`config.mk`:
```
export PLATFORM = sky130hd
export DESIGN_NAME = xalu_ise_seq
export DESIGN_NICKNAME = d
export VERILOG_FILES = /design/src/rtl/xalu_ise_seq.sv
export SDC_FILE = /design/constraint.sdc
export NUM_CORES = 1
export LEC_CHECK = 0
export CAP_MARGIN = 20
export CORE_UTILIZATION = 40
export DETAILED_ROUTE_END_ITERATION = 16
export PLACE_DENSITY = 0.69
export SYNTH_ARGS = -nofsm -noshare
export SYNTH_HDL_FRONTEND = slang
export SYNTH_SLANG_ARGS = --single-unit
```
`constraint.sdc`:
```
create_clock -name ise_clk -period 5.91 [get_ports ise_clk]
set_input_delay 1.182 -clock ise_clk [delete_from_list [all_inputs] [get_ports ise_clk]]
set_output_delay 1.182 -clock ise_clk [all_outputs]
set_load 0.005 [all_outputs]
```
`src/rtl/xalu_ise_seq.sv`:
```
// Rotate-immediate and andn/xorn custom-instruction unit with ready/valid handshake.
// Rotates run in one cycle (ROT_STEP=0) or iterate in steps of at most ROT_STEP bits.
module xalu_ise_seq #(
  parameter int XLEN     = 64,
  parameter int ISE_V    = 1,
  parameter int ROT_STEP = 0
) (
  input  logic            ise_clk,
  input  logic            ise_rst,
  input  logic [4:0]      ise_fn,
  input  logic [6:0]      ise_imm,
  input  logic [XLEN-1:0] ise_in1,
  input  logic [XLEN-1:0] ise_in2,
  input  logic            ise_val,
  output logic            ise_rdy,
  output logic            ise_oval,
  output logic [XLEN-1:0] ise_out
);

  localparam logic [4:0] STEP = 5'(ROT_STEP);

  typedef enum logic {IDLE, BUSY} state_t;

  state_t          r_state;
  logic [XLEN-1:0] r_acc;
  logic [4:0]      r_cnt;
  logic            r_dir;
  logic            r_w;

  logic [4:0]      w_k;
  logic            w_isRot;
  logic            w_isLogic;
  logic            w_right;
  logic            w_word;
  logic            w_accept;
  logic [4:0]      w_sFirst;
  logic [4:0]      w_sBusy;
  logic [XLEN-1:0] w_firstRot;
  logic [XLEN-1:0] w_busyRot;
  logic [XLEN-1:0] w_logicRes;
  logic            w_unusedFn;

  // Word rotates stay inside the low 32 bits; the upper bits are zero until finalisation.
  function automatic logic [XLEN-1:0] rotate(input logic [XLEN-1:0] x, input logic [4:0] amt,
                                             input logic right, input logic word);
    logic [XLEN-1:0] r;
    logic [31:0]     x32;
    r   = '0;
    x32 = x[31:0];
    if (word)
      r[31:0] = (x32 << amt) | (x32 >> (32 - int'(amt)));
    else if (right)
      r = (x >> amt) | (x << (XLEN - int'(amt)));
    else
      r = (x << amt) | (x >> (XLEN - int'(amt)));
    return r;
  endfunction

  function automatic logic [XLEN-1:0] finalise(input logic [XLEN-1:0] v, input logic word);
    logic [XLEN-1:0] r;
    r = v;
    if (word) begin
      r       = {XLEN{v[31]}};
      r[31:0] = v[31:0];
    end
    return r;
  endfunction

  assign w_k        = ise_imm[4:0];
  assign w_isRot    = (ise_fn[1:0] == 2'b00) && (ise_imm[6:5] != 2'b11);
  assign w_isLogic  = (ise_fn[1:0] == 2'b01) && (ise_imm[6:1] == 6'd0);
  assign w_right    = (ise_imm[6:5] == 2'b10);
  assign w_word     = (ise_imm[6:5] == 2'b01);
  assign w_accept   = (ISE_V != 0) && (r_state == IDLE) && ise_val && (w_isRot || w_isLogic);
  assign w_sFirst   = (ROT_STEP == 0 || w_k <= STEP) ? w_k : STEP;
  assign w_sBusy    = (r_cnt <= STEP) ? r_cnt : STEP;
  assign w_firstRot = rotate(ise_in1, w_sFirst, w_right, w_word);
  assign w_busyRot  = rotate(r_acc, w_sBusy, r_dir, r_w);
  assign w_logicRes = ise_imm[0] ? (ise_in1 ^ ~ise_in2) : (ise_in1 & ~ise_in2);
  assign w_unusedFn = ^ise_fn[4:2];

  assign ise_rdy = (r_state == IDLE);

  // With ROT_STEP=0 the first step covers the whole distance, so every op finalises at accept.
  always_ff @(posedge ise_clk) begin
    if (ise_rst) begin
      r_state  <= IDLE;
      ise_oval <= 1'b0;
      ise_out  <= '0;
      r_acc    <= '0;
      r_cnt    <= '0;
      r_dir    <= 1'b0;
      r_w      <= 1'b0;
    end else begin
      ise_oval <= 1'b0;
      case (r_state)
        IDLE: begin
          if (w_accept) begin
            if (w_isLogic) begin
              ise_out  <= w_logicRes;
              ise_oval <= 1'b1;
            end else begin
              r_acc <= w_firstRot;
              r_cnt <= w_k - w_sFirst;
              r_dir <= w_right;
              r_w   <= w_word;
              if (w_k == w_sFirst) begin
                ise_out  <= finalise(w_firstRot, w_word);
                ise_oval <= 1'b1;
              end else begin
                r_state <= BUSY;
              end
            end
          end
        end
        BUSY: begin
          r_acc <= w_busyRot;
          r_cnt <= r_cnt - w_sBusy;
          if (r_cnt == w_sBusy) begin
            ise_out  <= finalise(w_busyRot, r_w);
            ise_oval <= 1'b1;
            r_state  <= IDLE;
          end
        end
        default: r_state <= IDLE;
      endcase
    end
  end

endmodule

```
==> summary.md <==
| Metric | Value |
|---|---|
| Status | `completed` |
| Reg-to-reg slack, setup | `2.08 ns` |
| Net switching power | `0.00286 W` |
| Total negative slack | `0 ns` |
| Layout Nets | `3,559` |
| Post-Synthesis Cells | `3,217` |
| CTS Sinks | `between 100 and 150` |
| Clk buf depth | `2` |
| Largest family of logic cells by synthesized area | `multiplexers` |
| Largest net degree at the start of global routing | `97` |
| # setup viols final | `0` |
| Initial antenna violation count | `15` |
| Tcrit/Tclk final | `0.863` |
| Biggest area consumer among synthesized cells | `mux4_2` |
| Hold/Removal Path Class | `reg2reg` |
| Internal | `0.00289 W` |
| Slew @ Worst Pin | `~1.3 ns` |
| Reg2reg end | `ise_out[37]` |
| Fillers | `roughly 6,700` |
| Drt total wl | `around 190 mm` |
| DR pass1 iterations | `8` |
| Clk pwr share | `0.193` |
| Synth top area share | `0.225` |
| Most used routing layer | `met2` |
| Lkg Pwr | `11.9 nW` |
| Register area share after synthesis | `0.101` |
| Area contributors post-synth | `mux4_2, mux2i_1, dfxtp_1` |
| Hold Crit Endpoint | `ise_out[27]` |
| Final Max Slew Viols | `0` |
| Die area | `68,900 sq um` |
| Yosys cell types | `103` |
| Post-DP HPWL | `between 100 and 150 mm` |
| P&R area growth vs syn | `15.8%` |
| CP Class | `in2reg` |
| Fin. Hold Viols | `0` |
| Peak supply drop | `between 0.15 and 0.2 mV` |
| Chip Height | `roughly 260 um` |
| Die Wd | `between 200 and 300 um` |
| Post-DP Area | `30,800 sq um` |
| Hold_sp | `ise_out[27]` |
| Max-cap violation count | `0` |
| CTS tree | `built` |
| Core area | `roughly 67,000 sq um` |
| Pwr Density | `between 150 and 200 nW/um^2` |
| M2 GR Usage | `0.710` |
| Met3 global-route usage | `0.243` |
| Vias in the first global route | `about 30,000` |
| Yosys warns | `0` |
| Synthesized cell area | `between 20,000 and 30,000 sq um` |
| Worst Setup End Kind | `register` |
| Gpl congestion | `1.12` |
| Fin Clk Skew | `approximately 0.010 ns` |
| Initial core utilization | `0.404` |
| Worst Hold Path Cells | `1` |
| EDFF count, synth | `0` |
| RSZ-0062 raised after global routing | `false` |
| Arr. time, crit path | `about 5.5 ns` |
| Slew HR | `0.104` |
| Met1 Track Usage GR | `0.682` |
| Simple-gate share of the synthesized area | `0.146` |
| Post-CTS setup buffer count | `0` |
| Worst R2R Path Depth | `7` |
| Clk root buf | `clkbuf_16` |
| Dominant synthesized flop cell | `dfxtp_1` |
| Final instance area | `~31,000 sq um` |
| Synth Area in Adders | `0.0336` |
| Wire per inst | `about 44 um` |
| Post-CTS Resized | `0` |
| Post-CTS Hold Fix Bufs | `0` |
| Fin cells | `approximately 4,200` |
| Worst r2r src | `r_state` |
| DRC viols | `0` |
| Reg power frac | `0.179` |
| CP startpoint kind | `primary input` |
| Post-DRT Antenna Nets | `0` |
| Placed instance count | `4,202` |
| Synth Area in XOR/XNOR | `0.00217` |
| Num CTS Buffers | `17` |
| Synth Register Bits | `~140` |
| Synth Area in Compound Gates | `0.223` |
| CP Max Fanout | `between 40 and 50` |
| Fraction of layout cells with a size suffix above 1 | `0.236` |
| Top-Level Pins | `roughly 210` |
| Mean post-synth cell area | `8.43 sq um` |
| Fmax | `just under 200 MHz` |
| IO Port Bufs | `roughly 200` |
| Minimum clock period | `about 5.1 ns` |
| Worst skew pair latency | `about 0.45 ns` |
| Post-synthesis mux area share | `0.402` |
| Sw Share | `0.497` |
| Combinational power share | `0.628` |
| Async SR Flop Fraction | `0` |
| Rows | `95` |
| Gr ovfl total | `0` |
| CTS H-tree lvls | `4` |
| Clk slew on worst S/H paths | `~0.07 ns` |
| Gr usage total | `0.529` |
| Required time of the critical path | `roughly 6.3 ns` |
| First-pass GRT wire length | `roughly 250 mm` |
| Initial detailed-routing violation count | `between 5,000 and 6,000` |
| Via count | `~32,000` |
| Vias per cell | `7.59` |
-- power groups by stage --
stage / logic [W] / registers [W] / clock network, W
2_1_floorplan: 0.00186 / 0.00102 / 0
3_3_place_gp: 0.00336 / 0.00104 / 0
3_5_place_dp: 0.00336 / 0.00104 / 0
4_1_cts: 0.00337 / 0.00102 / 0.00111
5_1_grt: 0.00361 / 0.00103 / 0.00114
6_report: 0.00361 / 0.00103 / 0.00111
-- cells in the final DEF, fill, tap and decap left out, types with 10 or more instances in the layout --
cell,Yosys,layout
o211ai_1,52,52
o311ai_0,13,13
inv_1,97,95
a221oi_1,25,25
dfxtp_1,137,136
mux4_2,271,271
o21ai_0,170,168
a211o_1,12,12
a311oi_1,16,16
a211oi_1,70,68
clkdlybuf4s50_1,0,199
diode_2,0,13
buf_12,5,26
and2_1,12,12
o221ai_1,31,31
nand2b_1,39,39
nor4_1,16,16
a31oi_1,35,35
clkbuf_16,0,18
mux2_2,127,127
o221a_2,10,10
nand3_1,41,40
mux2i_1,308,308
o31a_1,13,13
o21a_1,19,19
o31ai_1,11,11
o21ai_1,14,15
buf_4,40,274
a21oi_1,222,222
nor3_1,98,96
nor2_1,368,368
a22oi_1,10,10
o22ai_1,34,34
nor2b_1,18,17
or3_1,16,16
ha_1,68,67
a2111oi_0,21,20
a21o_1,23,23
nand2_1,238,238
-- stage by stage --
stage | util | hold WS (ns) | total power (W) | setup WS (ns)
CTS | 0.467 | 0.477 | 0.00550 | 0.948
global placement | 0.459 | 0.459 | 0.00440 | 0.437
global route | 0.467 | 0.503 | 0.00578 | 0.808
finish | 0.468 | 0.477 | 0.00575 | 0.809
floorplan | - | 0.444 | 0.00288 | 0.775
detailed placement | 0.459 | 0.462 | 0.00440 | 0.494
-- layer usage --
metal | share of wire | up-vias
met3 | 0.16 | 667
met4 | 0.078 | 6
met1 | 0.37 | 15900
met5 | 0.00084 | -
li1 | - | 12700
met2 | 0.38 | 3059
-- worst max path at each step --
| stage | from | end | slack, ns | cells after the start |
|---|---|---|---|---|
| after global routing | ise_imm[0] | ise_out[31] | 0.81 | 16 |
| final | ise_imm[0] | r_acc[53] | 0.81 | 12 |
| after floorplan | ise_imm[1] | r_acc[53] | 0.77 | 14 |
| after CTS | ise_imm[0] | ise_out[31] | 0.95 | 12 |
| after detailed placement | ise_imm[0] | ise_out[31] | 0.49 | 12 |
| after global placement | ise_imm[0] | ise_out[31] | 0.44 | 12 |
-- cell usage after synthesis (12+ instances only) --
cell	count
a2111oi_0	21
a211o_1	12
a211oi_1	70
a21o_1	23
a21oi_1	222
a221oi_1	25
a311oi_1	16
a31oi_1	35
and2_1	12
buf_1	27
buf_2	67
buf_4	40
buf_6	36
clkbuf_1	208
dfxtp_1	137
ha_1	68
inv_1	97
mux2_2	127
mux2i_1	308
mux4_2	271
nand2_1	238
nand2b_1	39
nand3_1	41
nor2_1	368
nor2b_1	18
nor3_1	98
nor4_1	16
o211ai_1	52
o21a_1	19
o21ai_0	170
o21ai_1	14
o221ai_1	31
o22ai_1	34
o311ai_0	13
o31a_1	13
or3_1	16
-- sequential cells by signal, indices dropped and copies added, names as in the netlist --
| signal | flops |
|---|---|
| ise_out | 64 |
| r_acc | 64 |
| r_cnt | 5 |
| ise_oval | 1 |
| r_dir | 1 |
| r_state | 1 |
| r_w | 1 |
-- final cells by class --
cell class | instances | area (sq um) | share of cell area
diodes | 13 | 32.5 | 0.00104
clock buffers | 18 | 450 | 0.0143
clock inverters | 14 | 138 | 0.00438
inverters | 101 | 384 | 0.0122
multi-input cells | 2589 | 22000 | 0.699
flip-flops and latches | 137 | 2750 | 0.0874
well taps | 873 | 1090 | 0.0348
repair buffers | 502 | 4610 | 0.147
-- cell families after synthesis --
family	Yosys count
buffers and inverters	493
AO/OA/AOI/OAI	895
XOR/XNOR	5
other	2
AND/OR/NAND/NOR	893
adder cells (fa/ha/maj)	74
multiplexers	718
flip-flops	137
-- critical path, stage by stage --
cell	delay (ns)
buf_8	0.41
inv_6	0.05
ha_4	0.58
buf_4	0.32
mux2i_1	0.25
mux2i_1	0.33
buf_4	0.30
mux4_2	0.57
a2111oi_0	0.72
buf_4	0.24
a31oi_1	0.12
o211a_1	0.29
Power figures use the tool's default switching activity.
